**src/rtl/rv32m_pkg.sv**
```systemverilog
// Shared definitions for the RV32M iterative multiply/divide unit:
// funct3 encodings, FSM states and operand classification helpers.
package rv32m_pkg;

  localparam logic [2:0] OP_MUL    = 3'b000;
  localparam logic [2:0] OP_MULH   = 3'b001;
  localparam logic [2:0] OP_MULHSU = 3'b010;
  localparam logic [2:0] OP_MULHU  = 3'b011;
  localparam logic [2:0] OP_DIV    = 3'b100;
  localparam logic [2:0] OP_DIVU   = 3'b101;
  localparam logic [2:0] OP_REM    = 3'b110;
  localparam logic [2:0] OP_REMU   = 3'b111;

  localparam logic [31:0] DIV_OVF_A = 32'h8000_0000;
  localparam logic [31:0] ALL_ONES  = 32'hFFFF_FFFF;

  typedef enum logic [1:0] {
    IDLE = 2'd0,
    BUSY = 2'd1,
    DONE = 2'd2
  } state_t;

  function automatic logic op_a_signed(input logic [2:0] op);
    return (op == OP_MULH) || (op == OP_MULHSU) || (op == OP_DIV) || (op == OP_REM);
  endfunction

  function automatic logic op_b_signed(input logic [2:0] op);
    return (op == OP_MULH) || (op == OP_DIV) || (op == OP_REM);
  endfunction

endpackage

```
**src/rtl/rv32m_sign_fix.sv**
```systemverilog
// Combinational sign handling: operand magnitude extraction and
// conditional two's-complement negation of the 64-bit result value.
module rv32m_sign_fix
  import rv32m_pkg::*;
#(
  parameter int XLEN = 32
) (
  input  logic [XLEN-1:0]   a,
  input  logic [XLEN-1:0]   b,
  input  logic              a_signed,
  input  logic              b_signed,
  output logic [XLEN-1:0]   a_mag,
  output logic [XLEN-1:0]   b_mag,
  output logic              a_neg,
  output logic              b_neg,
  input  logic [2*XLEN-1:0] val,
  input  logic              val_neg,
  output logic [2*XLEN-1:0] val_out
);

  assign a_neg   = a_signed & a[XLEN-1];
  assign b_neg   = b_signed & b[XLEN-1];
  assign a_mag   = a_neg ? -a : a;
  assign b_mag   = b_neg ? -b : b;
  assign val_out = val_neg ? -val : val;

endmodule

```
**src/rtl/rv32m_muldiv.sv**
```systemverilog
// RV32M multiply/divide unit: 32-cycle radix-2 shift-add multiply and
// restoring divide behind valid/ready handshakes, with flush abort.
`ifndef RV32M_DEBUG_PRINT
`define RV32M_DEBUG_PRINT(msg)
`endif

module rv32m_muldiv
  import rv32m_pkg::*;
#(
  parameter int XLEN = 32
) (
  input  logic            clk,
  input  logic            rst,
  input  logic            flush,
  input  logic            in_valid,
  output logic            in_ready,
  input  logic [2:0]      in_op,
  input  logic [XLEN-1:0] in_a,
  input  logic [XLEN-1:0] in_b,
  output logic            out_valid,
  input  logic            out_ready,
  output logic [XLEN-1:0] out_result
);

  state_t          state_q, state_d;
  logic [4:0]      cnt_q;
  logic [2:0]      op_q;
  logic            res_neg_q;
  logic [XLEN-1:0] x_q;    // dividend shifting out / quotient shifting in
  logic [XLEN-1:0] y_q;    // multiplicand or divisor magnitude
  logic [2*XLEN-1:0] acc_q;

  logic            accept;
  logic            special;
  logic [XLEN-1:0] special_res;
  logic [XLEN-1:0] a_mag, b_mag;
  logic            a_neg, b_neg;

  logic [XLEN:0]     mul_sum;
  logic [2*XLEN-1:0] mul_nxt;
  logic [XLEN:0]     rem_shift, rem_diff;
  logic              q_bit;
  logic [XLEN-1:0]   rem_nxt, quo_nxt;
  logic [2*XLEN-1:0] fix_val, fix_out;
  logic [XLEN-1:0]   final_res;

  assign in_ready  = (state_q == IDLE);
  assign out_valid = (state_q == DONE);
  assign accept    = in_valid && (state_q == IDLE) && !flush;

  rv32m_sign_fix #(.XLEN(XLEN)) u_sign_fix (
    .a        (in_a),
    .b        (in_b),
    .a_signed (op_a_signed(in_op)),
    .b_signed (op_b_signed(in_op)),
    .a_mag    (a_mag),
    .b_mag    (b_mag),
    .a_neg    (a_neg),
    .b_neg    (b_neg),
    .val      (fix_val),
    .val_neg  (res_neg_q),
    .val_out  (fix_out)
  );

  // Divide-by-zero and signed overflow are answered without iterating.
  always_comb begin
    special     = 1'b0;
    special_res = '0;
    if (in_op[2]) begin
      if (in_b == '0) begin
        special     = 1'b1;
        special_res = in_op[1] ? in_a : ALL_ONES;
      end else if (!in_op[0] && (in_a == DIV_OVF_A) && (in_b == ALL_ONES)) begin
        special     = 1'b1;
        special_res = in_op[1] ? '0 : DIV_OVF_A;
      end
    end
  end

  // Multiply keeps the multiplier in acc_q's low half; each step adds into
  // the high half and shifts the whole accumulator right by one.
  always_comb begin
    mul_sum   = {1'b0, acc_q[2*XLEN-1:XLEN]} + (acc_q[0] ? {1'b0, y_q} : '0);
    mul_nxt   = {mul_sum, acc_q[XLEN-1:1]};
    rem_shift = {acc_q[XLEN-1:0], x_q[XLEN-1]};
    rem_diff  = rem_shift - {1'b0, y_q};
    q_bit     = ~rem_diff[XLEN];
    rem_nxt   = q_bit ? rem_diff[XLEN-1:0] : rem_shift[XLEN-1:0];
    quo_nxt   = {x_q[XLEN-2:0], q_bit};
    if (!op_q[2]) begin
      fix_val = mul_nxt;
    end else if (!op_q[1]) begin
      fix_val = {{XLEN{1'b0}}, quo_nxt};
    end else begin
      fix_val = {{XLEN{1'b0}}, rem_nxt};
    end
    if (op_q[2] || (op_q == OP_MUL)) begin
      final_res = fix_out[XLEN-1:0];
    end else begin
      final_res = fix_out[2*XLEN-1:XLEN];
    end
  end

  always_comb begin
    state_d = state_q;
    case (state_q)
      IDLE:    if (accept) state_d = special ? DONE : BUSY;
      BUSY:    if (cnt_q == 5'd31) state_d = DONE;
      DONE:    if (out_ready) state_d = IDLE;
      default: state_d = IDLE;
    endcase
    if (flush) state_d = IDLE;
  end

  always_ff @(posedge clk) begin
    if (rst) begin
      state_q <= IDLE;
    end else begin
      state_q <= state_d;
    end
  end

  always_ff @(posedge clk) begin
    if (rst) begin
      cnt_q      <= '0;
      op_q       <= '0;
      res_neg_q  <= 1'b0;
      x_q        <= '0;
      y_q        <= '0;
      acc_q      <= '0;
      out_result <= '0;
    end else if (flush) begin
      cnt_q <= '0;
    end else begin
      case (state_q)
        IDLE: begin
          if (in_valid) begin
            `RV32M_DEBUG_PRINT(("rv32m_muldiv accept op=%0d a=%h b=%h", in_op, in_a, in_b))
            op_q      <= in_op;
            cnt_q     <= '0;
            res_neg_q <= (in_op[2] && in_op[1]) ? a_neg : (a_neg ^ b_neg);
            if (in_op[2]) begin
              x_q   <= a_mag;
              y_q   <= b_mag;
              acc_q <= '0;
            end else begin
              x_q   <= '0;
              y_q   <= a_mag;
              acc_q <= {{XLEN{1'b0}}, b_mag};
            end
            if (special) out_result <= special_res;
          end
        end
        BUSY: begin
          cnt_q <= cnt_q + 5'd1;
          if (op_q[2]) begin
            x_q   <= quo_nxt;
            acc_q <= {{XLEN{1'b0}}, rem_nxt};
          end else begin
            acc_q <= mul_nxt;
          end
          if (cnt_q == 5'd31) begin
            `RV32M_DEBUG_PRINT(("rv32m_muldiv complete result=%h", final_res))
            out_result <= final_res;
          end
        end
        default: ;
      endcase
    end
  end

endmodule
```
**config.mk**
```make
export PLATFORM = sky130hd
export DESIGN_NAME = rv32m_muldiv
export DESIGN_NICKNAME = d
export VERILOG_FILES = /design/src/rtl/rv32m_pkg.sv /design/src/rtl/rv32m_sign_fix.sv /design/src/rtl/rv32m_muldiv.sv
export SDC_FILE = /design/constraint.sdc
export NUM_CORES = 1
export LEC_CHECK = 0
export CAP_MARGIN = 20
export CORE_MARGIN = 5
export CORE_UTILIZATION = 56
export CTS_CLUSTER_DIAMETER = 120
export CTS_CLUSTER_SIZE = 28
export DETAILED_ROUTE_END_ITERATION = 8
export PLACE_DENSITY = 0.86
export SYNTH_ARGS = -nofsm -noshare
export SYNTH_HDL_FRONTEND = slang
export SYNTH_SLANG_ARGS = --single-unit
```
**constraint.sdc**
```tcl
create_clock -name clk -period 4.38 [get_ports clk]
set_clock_uncertainty 0.2 [all_clocks]
set_input_delay 1.095 -clock clk [delete_from_list [all_inputs] [get_ports clk]]
set_output_delay 1.095 -clock clk [all_outputs]
set_load 0.01 [all_outputs]
```
==> results of run 1 <==
[routing by layer]
layer  track usage (%)  overflow
met5              53.4         1
met1              78.9         4
met3              75.6        10
met4              82.3        81
met2              92.3       117
[synth_stat cells (10+ instances only)]
cell,number,area [um^2]
sky130_fd_sc_hd__a211o_1,13,114
sky130_fd_sc_hd__a211oi_1,80,601
sky130_fd_sc_hd__a21boi_0,13,97.6
sky130_fd_sc_hd__a21o_1,30,225
sky130_fd_sc_hd__a21oi_1,219,1100
sky130_fd_sc_hd__a221oi_1,20,175
sky130_fd_sc_hd__a22oi_1,52,390
sky130_fd_sc_hd__a311oi_1,15,131
sky130_fd_sc_hd__a31oi_1,35,219
sky130_fd_sc_hd__and2_1,19,119
sky130_fd_sc_hd__and3_1,24,150
sky130_fd_sc_hd__and4_1,11,96.3
sky130_fd_sc_hd__buf_1,14,52.6
sky130_fd_sc_hd__buf_2,20,100
sky130_fd_sc_hd__clkbuf_1,138,518
sky130_fd_sc_hd__dfxtp_1,171,3420
sky130_fd_sc_hd__ha_1,71,888
sky130_fd_sc_hd__inv_1,81,304
sky130_fd_sc_hd__mux2i_1,32,320
sky130_fd_sc_hd__nand2_1,215,807
sky130_fd_sc_hd__nand2b_1,26,163
sky130_fd_sc_hd__nand3_1,47,235
sky130_fd_sc_hd__nand3b_1,12,90.1
sky130_fd_sc_hd__nand4_1,45,282
sky130_fd_sc_hd__nor2_1,369,1390
sky130_fd_sc_hd__nor2b_1,25,156
sky130_fd_sc_hd__nor3_1,79,395
sky130_fd_sc_hd__nor4_1,23,144
sky130_fd_sc_hd__o211ai_1,52,390
sky130_fd_sc_hd__o21a_1,23,173
sky130_fd_sc_hd__o21ai_0,201,1010
sky130_fd_sc_hd__o221ai_1,10,87.6
sky130_fd_sc_hd__o22ai_1,15,93.8
sky130_fd_sc_hd__o31ai_1,20,150
sky130_fd_sc_hd__or2_2,11,68.8
sky130_fd_sc_hd__or3_1,32,200
sky130_fd_sc_hd__or4_1,10,75.1
sky130_fd_sc_hd__xnor2_1,62,543
sky130_fd_sc_hd__xor2_1,51,447
[logic make-up after synthesis]
kind of cell | Yosys count | share of synthesized area, %
compound gates | 911 | 34.3
xor+xnor | 113 | 5.62
fa+ha+maj | 73 | 5.27
buf+inv | 260 | 5.88
flops | 171 | 19.4
mux | 36 | 2.08
simple gates | 992 | 27.4
[repair_timing]
action,4_1_cts
gates resized for setup,298
setup buffers,88
gates cloned,1
pin swaps,133
setup endpoints to repair,33
[through the flow]
| stage | setup WS, ns | cell area (um^2) |
|---|---|---|
| 2_1_floorplan | -0.0496 | 17700 |
| 3_3_place_gp | -0.443 | 22900 |
| 3_5_place_dp | -0.484 | 22900 |
| 4_1_cts | -0.180 | 25600 |
==> results.md, run 1 <==
Outcome:
- The run stopped with a tool error.
- The run ended at 5_1_grt.
- The tool reported: "[ERROR GRT-0116] Global routing finished with congestion. Check the congestion regions in the DRC Viewer".

Floorplan:
- The height of the chip is 187 um.
- The floorplan has 65 rows.
- For this configuration, the core starts out at a cell density of 56.2%.
- Pin placement for this block handled about 110 I/O pins.
- The die is 187 um wide.

Clock tree:
- The root buffer selected by CTS is sky130_fd_sc_hd__clkbuf_16.
- The number of buffers inserted by hold repair at cts is 0.
- The maximum root-to-sink buffer count is 2.
- The H-tree was split into 4 levels.
- The clock sink total is about 170.
- TritonCTS created 17 clock buffers.

Logic synthesis:
- The count of cell types in the netlist is between 100 and 150.
- The count of mapped cells out of synthesis is 2556.
- In this run the cell area of the synthesized design comes to between 0.015 and 0.02 mm^2.
- The share of synthesized area occupied by flip-flops and latches is between 10% and 20%.
- Synthesis produced a netlist with a net count of approximately 2700.
- The share of synthesized flip-flops with an asynchronous set or reset is 0%.
- The most used flip-flop cell after synthesis is sky130_fd_sc_hd__dfxtp_1.
- The number of warnings printed during yosys synthesis is 0.
- After synthesis, the mean cell area works out to 6.89 um^2.
- The number of enable-type register cells in the synthesized netlist is 0.
- In this run, synthesis produced a sequential element count of between 150 and 200.

GRT:
- The via count of the first global-routing pass came to between 30000 and 40000.
- In the global route stage, overall resource usage came out at 81.7%.
- The first global-routing pass estimated 222000 um of wire.
- Summed over all layers, the global routing overflow is 213.
- The pin count of the biggest net entering global routing is 92.

Place:
- At the end of routability-driven placement, the weighted congestion stood at 1.22.
- After legalization and detailed placement, the total HPWL measured between 60000 and 70000 um.
- The placed instance count is 3453.
- The number of port buffers is around 110.
==> run 2, diff against run 1 <==
--- a/config.mk
+++ b/config.mk
@@ -7,11 +7,9 @@
 export LEC_CHECK = 0
 export CAP_MARGIN = 20
 export CORE_MARGIN = 5
-export CORE_UTILIZATION = 56
-export CTS_CLUSTER_DIAMETER = 120
-export CTS_CLUSTER_SIZE = 28
+export CORE_UTILIZATION = 40
 export DETAILED_ROUTE_END_ITERATION = 8
-export PLACE_DENSITY = 0.86
+export PLACE_DENSITY_LB_ADDON = 0.15
 export SYNTH_ARGS = -nofsm -noshare
 export SYNTH_HDL_FRONTEND = slang
 export SYNTH_SLANG_ARGS = --single-unit
==> constraint.sdc (replaced) <==
create_clock -name clk -period 5.7 [get_ports clk]
set_clock_uncertainty 0.2 [all_clocks]
set_input_delay 1.425 -clock clk [delete_from_list [all_inputs] [get_ports clk]]
set_output_delay 1.425 -clock clk [all_outputs]
set_load 0.01 [all_outputs]
==> run 2 against run 1 <==
- synthesized area did not move
- synthesized cell count did not move
- the flow now finishes without violations
==> results.md, run 2 <==
Logic synthesis:
- The number of nets in the synthesized netlist is 2701.
- The share of synthesized area occupied by flip-flops and latches is about a fifth.
- The synthesized design contains 0 enable-type register cells.
- The flip-flop and latch count after synthesis is between 150 and 200.
- Of the post-synthesis cell area, the dominant cell type holds approximately 20%.
- The number of warnings printed during yosys synthesis is 0.
- Dividing the synthesized area by the synthesized cell count gives between 6 and 7 um^2.
- Summing every instance area after synthesis gives 0.0176 mm^2.
- The largest total area in the synthesized netlist belongs to sky130_fd_sc_hd__dfxtp_1.
- In the post-synthesis netlist, the biggest area contributors are sky130_fd_sc_hd__dfxtp_1 (19%), sky130_fd_sc_hd__nor2_1 (7.9%), sky130_fd_sc_hd__a21oi_1 (6.2%).
- By instance count, the leading cell after synthesis is sky130_fd_sc_hd__nor2_1.
- Ranked by instance count, the synthesized netlist is headed by sky130_fd_sc_hd__nor2_1 (369), sky130_fd_sc_hd__a21oi_1 (219), sky130_fd_sc_hd__nand2_1 (215).
- The count of mapped cells out of synthesis is 2556.
- For this run, the leading register cell type out of synthesis is sky130_fd_sc_hd__dfxtp_1.
- The count of cell types in the netlist is 107.
- The share of synthesized flip-flops with an asynchronous set or reset is 0%.

Power and ir drop:
- Dividing total power by cell area gives a power density of roughly 230 mW/mm^2.
- The internal power consumption is about 2600 uW.
- The clock network accounts for between 20% and 30% of the total power.
- The analysis attributes to cell leakage a power of roughly 0.0076 uW.
- Sequential cells burn 28.5% of the power.
- The switching share of power is between 40 and 50%.
- The combinational share of power is between 40 and 50%.
- VDD sags by at most 0.172 mV.
- For this design the total switching power over the nets is 2110 uW.

GRT:
- The first global-routing pass estimated between 100000 and 150000 um of wire.
- The number of antenna violations at the first check in global routing is 2.
- After global routing the overflow that remains totals 0.
- Global routing consumed, over all layers together, a little over a third of the routing resources.
- The via count of the first global-routing pass is just under 20000.
- The pin count of the biggest net entering global routing is 78.

Detailed routing:
- The routed length per placed instance is 27.9 um.
- For this run, design rule violations remaining after detail routing come to 0.
- The routed via count is around 21000.
- The violation count after the first detailed-routing iteration is 2820.
- Dividing the detail-routed via count by the number of cells gives between 6 and 7.
- For this run, the detailed router's first-pass iteration total came to 7.
- The count of antenna-violating nets left after detailed routing is 0.
- Summed over all layers, the routed wires come to roughly 90000 um.

Clock tree:
- The level count of the clock H-tree is 4.
- The CTS tree is yes.
- In this run the post-CTS setup repair buffer count came out at 0.
- After clock tree synthesis, the clock-pin slew on the worst setup and hold paths is 0.08 ns.
- The longest clock path from root to sink contains 2 buffers.
- For the worst-skew pair, the clock arrives at the later sink with an insertion delay of 0.51 ns.
- The clock sink total is about 170.
- The number of buffers created by CTS is 17.
- The tree is rooted in a sky130_fd_sc_hd__clkbuf_16.

Layout:
- Of the cells placed in the final design, the portion with a size suffix greater than 1 is about 9%.
- The register with the most flip-flops in the layout has between 60 and 70 of them.
- For this run, the share of the core covered by cells in the final layout is a little under half.
- After the last flow step, the layout net total stands at around 2800.
- The register with the most flip-flops is acc_q.
- Leaving out fill and tap cells, the most frequent cell in the layout is sky130_fd_sc_hd__nor2_1.
- The number of antenna diodes in the final layout is 0.
- Leaving out fill and tap cells, the most frequent cells in the layout are sky130_fd_sc_hd__nor2_1 (368), sky130_fd_sc_hd__a21oi_1 (218), sky130_fd_sc_hd__nand2_1 (215).
- The area growth from synthesis to layout is 15.6%.

Min path:
- The min-delay analysis places its worst path in the category flip-flop to flip-flop.
- Along the worst hold path, the cell count comes to 2.

Floorplan:
- The core footprint is approximately 0.043 mm^2.
- The initial utilization of the core area, before any placement, comes to between 40% and 50%.
- The count of pins on the block boundary is approximately 110.
- The die is around 220 um tall.
- The floorplan step set the die width to 220 um.
- The die covers 0.0483 mm^2.
- The floorplan has 76 rows.

Worst setup path:
- Setup slack on the worst reg-to-reg path comes out at 0.27 ns.
- Traced cell by cell, the critical path runs through inv_1 -> ha_1 -> and4_1 -> o2bb2ai_1 -> a21oi_1 -> o211ai_1 -> a211oi_1 -> xnor2_1 -> o311ai_1 -> o211ai_1 -> or2_1 -> nor4_4 -> a41oi_1 -> xor2_1 -> a21oi_1.
- Together, buffers and inverters on the worst path number 1.
- In this design, the stage delay of the slowest critical-path cell is between 0.5 and 0.6 ns.
- STA classifies the critical path startpoint as a flip-flop.
- In this run the worst path has a maximum fanout of 7.
- The data arrival at the endpoint of the critical path is ~5.6 ns.
- At the worst endpoint, the required time is between 5 and 6 ns.
- The critical path crosses 15 cells after its start point.
- The count of cells along the worst register-to-register path is 15.
- Among cell families on the critical path, the largest total delay comes from compound AO/OA/AOI/OAI gates.
- The worst setup path is captured at a flip-flop.
- The critical path class is flip-flop to flip-flop.
- The slowest stage of the critical path is the sky130_fd_sc_hd__nor4_4 cell.

Outcome:
- The flow ran to the end, and the final reports show no timing, DRC or antenna violations.

STA:
- The timing-limited maximum frequency is ~0.18 GHz.
- The shortest period the worst path allows is between 5 and 6 ns.
- The worst relative slew slack is about a fifth.
- The number of max-slew violations in the final report was 0.
- The slew of the pin with the lowest slew margin is roughly 1.2 ns.
- Setup repair after global routing left no endpoint under its margin.
- In the finished design, the share of the clock period the worst path needs comes to a little over nine tenths.
- Setup violations remaining at the end of the flow were counted as 0.
- Adding up every negative setup slack in the final design gives 0 ns.
- The number of failing hold endpoints at the final stage was 0.

Place:
- During placement, the flow inserted port buffers numbering 105.
- Routability-driven placement finished with a final weighted congestion of 1.02.
- Once detailed placement completed, the half-perimeter wirelength came to roughly 71000 um.

Run:
- The number of max-capacitance violations reported is 0.
## run 2: timing repair
item	4_1_cts	5_1_grt
gates resized for setup	0	3
endpoints found under the setup margin	0	4
hold buffers	0	0
## run 2: cells by family (layout without fill, tap and decap cells)
family	count (synthesis)	in the layout	synth area share, %
AO/OA/AOI/OAI	911	911	34.3
XOR/XNOR	113	113	5.62
adder cells (fa/ha/maj)	73	73	5.27
buffers and inverters	260	346	5.88
flip-flops	171	171	19.4
multiplexers	36	36	2.08
AND/OR/NAND/NOR	992	992	27.4
## run 2: stage by stage
stage          setup WS [ns]  cells  power, uW  hold WS, ns  cell area [um^2]
3_5_place_dp           0.181   3195       3290        0.248             19700
5_1_grt              0.00911   3227       4830        0.271             20400
3_3_place_gp           0.326   3195       3290        0.241             19700
4_1_cts                0.330   3227       4590        0.258             20300
6_report               0.269   3227       4670        0.258             20400
2_1_floorplan          0.914   2556       2500        0.232             17600
## run 2: path summary, 6_finish.rpt
check,startpoint,end
worst max-delay path,y_q[8],out_result[22]
worst max register to register,y_q[8],out_result[22]
worst min-delay path,y_q[4],y_q[4]
worst min register to register,y_q[4],y_q[4]
## run 2: power by group through the flow
| stage | logic, uW | registers [uW] | clock network (uW) |
|---|---|---|---|
| final | 2030 | 1330 | 1310 |
| after global routing | 2130 | 1330 | 1370 |
| after CTS | 1950 | 1320 | 1320 |
| after detailed placement | 1940 | 1350 | 0 |
| after global placement | 1940 | 1350 | 0 |
| after floorplan | 1200 | 1310 | 0 |
## run 2: worst register-to-register path, delay by kind of cell, from the launching register on
family,cells,cell delay [ns]
adder cells (fa/ha/maj),1,0.48
XOR/XNOR,2,0.62
flip-flops,1,0.35
AND/OR/NAND/NOR,3,1.21
AO/OA/AOI/OAI,8,2.27
buffers and inverters,1,0.18
## run 2: layout make-up
| type | count | area, um^2 |
|---|---|---|
| Clock buffer | 18 | 439 |
| Clock inverter | 14 | 189 |
| Fill cell | 4425 | 22900 |
| Inverter | 82 | 308 |
| Multi-Input combinational cell | 2125 | 13200 |
| Sequential cell | 171 | 3430 |
| Tap cell | 585 | 732 |
| Timing Repair Buffer | 232 | 2060 |
## run 2: metal layers
| layer | wire, um | part of all wire [%] | up-vias | track usage, % |
|---|---|---|---|---|
| met2 | 36500 | 41 | 1310 | 51.3 |
| met1 | 38900 | 43 | 10100 | 51.4 |
| met4 | 3840 | 4.3 | 2 | 14.2 |
| met5 | 13 | 0.014 | - | 0 |
| met3 | 10800 | 12 | 159 | 10.7 |
| li1 | - | - | 9626 | - |
Note: power is estimated with default switching activity, not from simulation.
==> run 3, diff against run 2 <==
--- a/config.mk
+++ b/config.mk
@@ -5,11 +5,12 @@
 export SDC_FILE = /design/constraint.sdc
 export NUM_CORES = 1
 export LEC_CHECK = 0
-export CAP_MARGIN = 20
+export CAP_MARGIN = 10
 export CORE_MARGIN = 5
 export CORE_UTILIZATION = 40
 export DETAILED_ROUTE_END_ITERATION = 8
 export PLACE_DENSITY_LB_ADDON = 0.15
 export SYNTH_ARGS = -nofsm -noshare
 export SYNTH_HDL_FRONTEND = slang
+export SYNTH_HIERARCHICAL = 1
 export SYNTH_SLANG_ARGS = --single-unit
==> run 3 against run 2 <==
- synthesized cell count is 10% lower
- cell count down 6.3%
- via count fell by 10%
- cell area decreased by 1.5%
- clock power down 3%
- sequential cell count did not move
- register-to-register slack worse by 0.08 ns
- die area is 7.9% lower
- non-clock buffer count grew 109
- largest cell class unchanged
- largest power group unchanged
- highest routed layer is now met4
==> results.md, run 3 <==
GRT:
- The pin count of the biggest net entering global routing is 84.
- In the global route stage, overall resource usage came out at 32.4%.
- Summed over all layers, the global routing overflow is 0.
- The number of antenna violations at the first check in global routing is 0.
- The via count of the first global-routing pass is 17400.
- The first global-routing pass estimated ~110000 um of wire.

Worst setup path:
- The element type at the critical path end is a flip-flop.
- The cell family with the largest share of critical-path delay is compound AO/OA/AOI/OAI gates.
- The end of the worst register-to-register path is out_result[12].
- At the worst endpoint, the required time is a little under 6 ns.
- The worst reg-to-reg setup slack is about 0.19 ns.
- By instance count, the cell type seen most on the critical path is sky130_fd_sc_hd__buf_6.
- The largest single stage delay on the critical path is 0.43 ns.
- The maximum fanout along the worst path is 8.
- The type of element launching the critical path is a flip-flop.
- The critical path class is flip-flop to flip-flop.
- The number of buffer and inverter stages on the critical path is 6.
- Measured in cells, the most critical reg-to-reg path has a length of 25.
- The slowest stage of the critical path belongs to the cell sky130_fd_sc_hd__or3_4.
- Data on the critical path arrives at its endpoint at about 5.7 ns.
- The startpoint identified for the worst register-to-register timing path is y_q[17].

Detailed routing:
- The routed design has 75300 um of wire.
- The count of nets left with antenna violations once routing finished came out at 0.
- The routed layout has 19000 vias.
- The first TritonRoute pass finished after 8 iterations.
- For this block, the initial DRC count from the detailed router was ~2300.
- The number of design rule violations left after detail routing is 0.
- The per-cell via count in the routed design is approximately 6.3.
- The routed length per placed instance is 24.9 um.

Logic synthesis:
- Sorting the synthesized cells by area gives the leading types as sky130_fd_sc_hd__dfxtp_1 (21%), sky130_fd_sc_hd__nor2_1 (6.7%), sky130_fd_sc_hd__nand2_1 (6.2%).
- Summing every instance area after synthesis gives about 0.016 mm^2.
- For this run, asynchronously set or reset flops after synthesis account for 0%.
- The synthesized netlist devotes a little over a quarter of its cell area to simple gates.
- The dominant synthesized flop cell is sky130_fd_sc_hd__dfxtp_1.
- The portion of synthesized area spent on multiplexers is roughly 2.5%.
- The adder-cell area share of the yosys netlist is approximately 5.7%.
- After synthesis, the largest area contributor takes up approximately a fifth of total cell area.
- The number of nets in the synthesized netlist is roughly 2400.
- Counting instances in the post-synthesis netlist gives the leading cell types as sky130_fd_sc_hd__nor2_1 (290), sky130_fd_sc_hd__nand2_1 (268), sky130_fd_sc_hd__dfxtp_1 (171).
- The per-instance average area after synthesis is 7.05 um^2.
- The synthesized design contains approximately 170 register bits.
- The dominant combinational cell family by area after synthesis is compound AO/OA/AOI/OAI gates.
- The largest total area in the synthesized netlist belongs to sky130_fd_sc_hd__dfxtp_1.
- The most frequent cell after synthesis is sky130_fd_sc_hd__nor2_1.
- The share of synthesized area occupied by flip-flops and latches is between 20% and 30%.
- The number of warnings printed during yosys synthesis is 6.
- The area share of xor/xnor cells in the synthesized design is 9.11%.
- In the synthesized netlist, the number of instances is between 2000 and 2500.
- The synthesized netlist devotes between 20 and 30% of its cell area to compound gates.
- Counting flops with a built-in enable in the synthesized netlist gives 0.
- Yosys mapped the design onto 94 distinct sky130hd cell types.

STA:
- The worst relative slew slack is a little over a quarter.
- The final setup violation count is 0.
- The slew of the pin with the lowest slew margin is ~1.1 ns.
- The shortest period the worst path allows is 5.51 ns.
- Setup repair after global routing could not meet its margin everywhere.
- Setup total negative slack on the finished layout was measured at 0 ns.
- The final critical path takes up a little over nine tenths of the cycle.
- Timing would allow up to 0.181 GHz.
- The number of failing hold endpoints at the final stage is 0.
- Once routing completed, OpenROAD measured the worst setup slack at roughly 0.19 ns.
- The number of max-slew violations in the final report is 0.

Clock tree:
- The root buffer selected by CTS is sky130_fd_sc_hd__clkbuf_16.
- The insertion delay of the later-clocked pin in the worst-skew pair is between 0.5 and 0.6 ns.
- The number of buffers created by CTS is 17.
- The level count of the clock H-tree is 4.
- TritonCTS built the clock tree.
- The clock transition time at the flip-flop clock pins of the worst setup and hold paths is roughly 0.080 ns.
- The clock sink total is 171.
- Hold repair after CTS inserted 0 buffers.
- The maximum root-to-sink buffer count is 2.

Floorplan:
- The core footprint is between 0.03 and 0.04 mm^2.
- The die area is about 0.045 mm^2.
- The standard-cell row count is 73.
- In this run the vertical extent of the chip is around 210 um.
- The starting density of the core is between 40% and 50%.
- In this run the count of I/O pins placed on the die edge is 106.
- The horizontal extent of the die is 211 um.

Place:
- The final RePlAce weighted congestion is about 1.0.
- The pre-CTS setup slack is -0.0815 ns.
- Once detailed placement completed, the half-perimeter wirelength came to 57800 um.
- During placement, the flow inserted port buffers numbering about 110.
- The placed instances occupy a cell area of around 0.019 mm^2.

Layout:
- The post-synthesis to final-layout area growth is 24.1%.
- The flip-flop count of the largest register, all copies and words added is between 60 and 70.
- At the end of the flow, the number of nets in the layout was approximately 2600.
- The library cell used most frequently in the layout, excluding fill and tap cells, is sky130_fd_sc_hd__nor2_1.
- The finished cells cover between 0.02 and 0.025 mm^2.
- In the layout the commonest cells are sky130_fd_sc_hd__nor2_1 (286), sky130_fd_sc_hd__nand2_1 (264), sky130_fd_sc_hd__buf_4 (225).
- The share of final-layout standard cells stronger than drive strength 1 is between 10% and 20%.
- The register with the most flip-flops is acc_q.
- The final antenna diode count is 0.

Min path:
- The hold-critical path depth is 2.
- The worst hold path begins at acc_q[55].
- The path with the worst hold slack has its endpoint at acc_q[55].
- The type of the worst min-delay path is flip-flop to flip-flop.

Power and ir drop:
- For this design the static power due to leakage is about 0.008 uW.
- The worst vdd rail ir drop is around 0.22 mV.
- The power density of the placed cells is 219 mW/mm^2.

Outcome:
- The run finished with clean final reports.

Run:
- Across the run, the number of max-cap violations was 0.
## run 3: cell type report
type | instances | area, um^2
Fill cell | 4146 | 19800
Multi-Input combinational cell | 1881 | 12200
Sequential cell | 171 | 3430
Timing Repair Buffer | 341 | 2890
Tap cell | 525 | 657
Clock buffer | 19 | 464
Inverter | 74 | 278
Clock inverter | 13 | 138
## run 3: worst min-delay path, delay by kind of cell (launching register included)
kind	cells	cell delay [ns]
and+or+nand+nor	1	0.05
DFF	1	0.33
AOI/OAI and AO/OA	1	0.06
## run 3: timing repair
item                                    CTS  global route
resized for setup                        13            93
buffers inserted                          2            17
cloned                                    0             1
endpoints found under the setup margin   23            32
pin swaps                                 2            23
## run 3: routing by layer
metal	GRT usage (%)	wire, um
met5	0	0
met4	14.2	3490
met3	7.19	6830
met2	47.9	32200
met1	45.3	32800
## run 3: worst max-delay path by stage
stage | start | endpoint | slack [ns] | depth (start not counted)
2_1_floorplan | acc_q[0] | out_result[18] | 0.05 | 26
3_3_place_gp | x_q[31] | out_result[18] | 0.05 | 24
3_5_place_dp | x_q[31] | out_result[25] | -0.08 | 24
4_1_cts | x_q[31] | out_result[11] | 0.009 | 26
5_1_grt | y_q[23] | out_result[12] | -0.04 | 25
6_report | y_q[17] | out_result[12] | 0.19 | 25
## run 3: power by group
| group | switching (uW) | internal (uW) |
|---|---|---|
| registers | 50.6 | 1240 |
| logic | 1110 | 724 |
| clock network | 645 | 621 |
## run 3: cells by family (layout without fill, tap and decap cells)
logic type               Yosys count  after routing
buffers and inverters            239            447
AO/OA/AOI/OAI                    691            691
XOR/XNOR                         168            168
AND/OR/NAND/NOR                  910            910
flip-flops                       171            171
multiplexers                      40             40
adder cells (fa/ha/maj)           72             72
## run 3: through the flow
step	total power [uW]	util, %	hold slack [ns]	instances
after floorplan	2290	-	0.232	2291
after global placement	3000	47.4	0.242	2971
after detailed placement	2990	47.4	0.253	2972
after CTS	4270	49.1	0.270	3006
after global routing	4570	50.3	0.286	3024
final	4400	50.3	0.266	3024
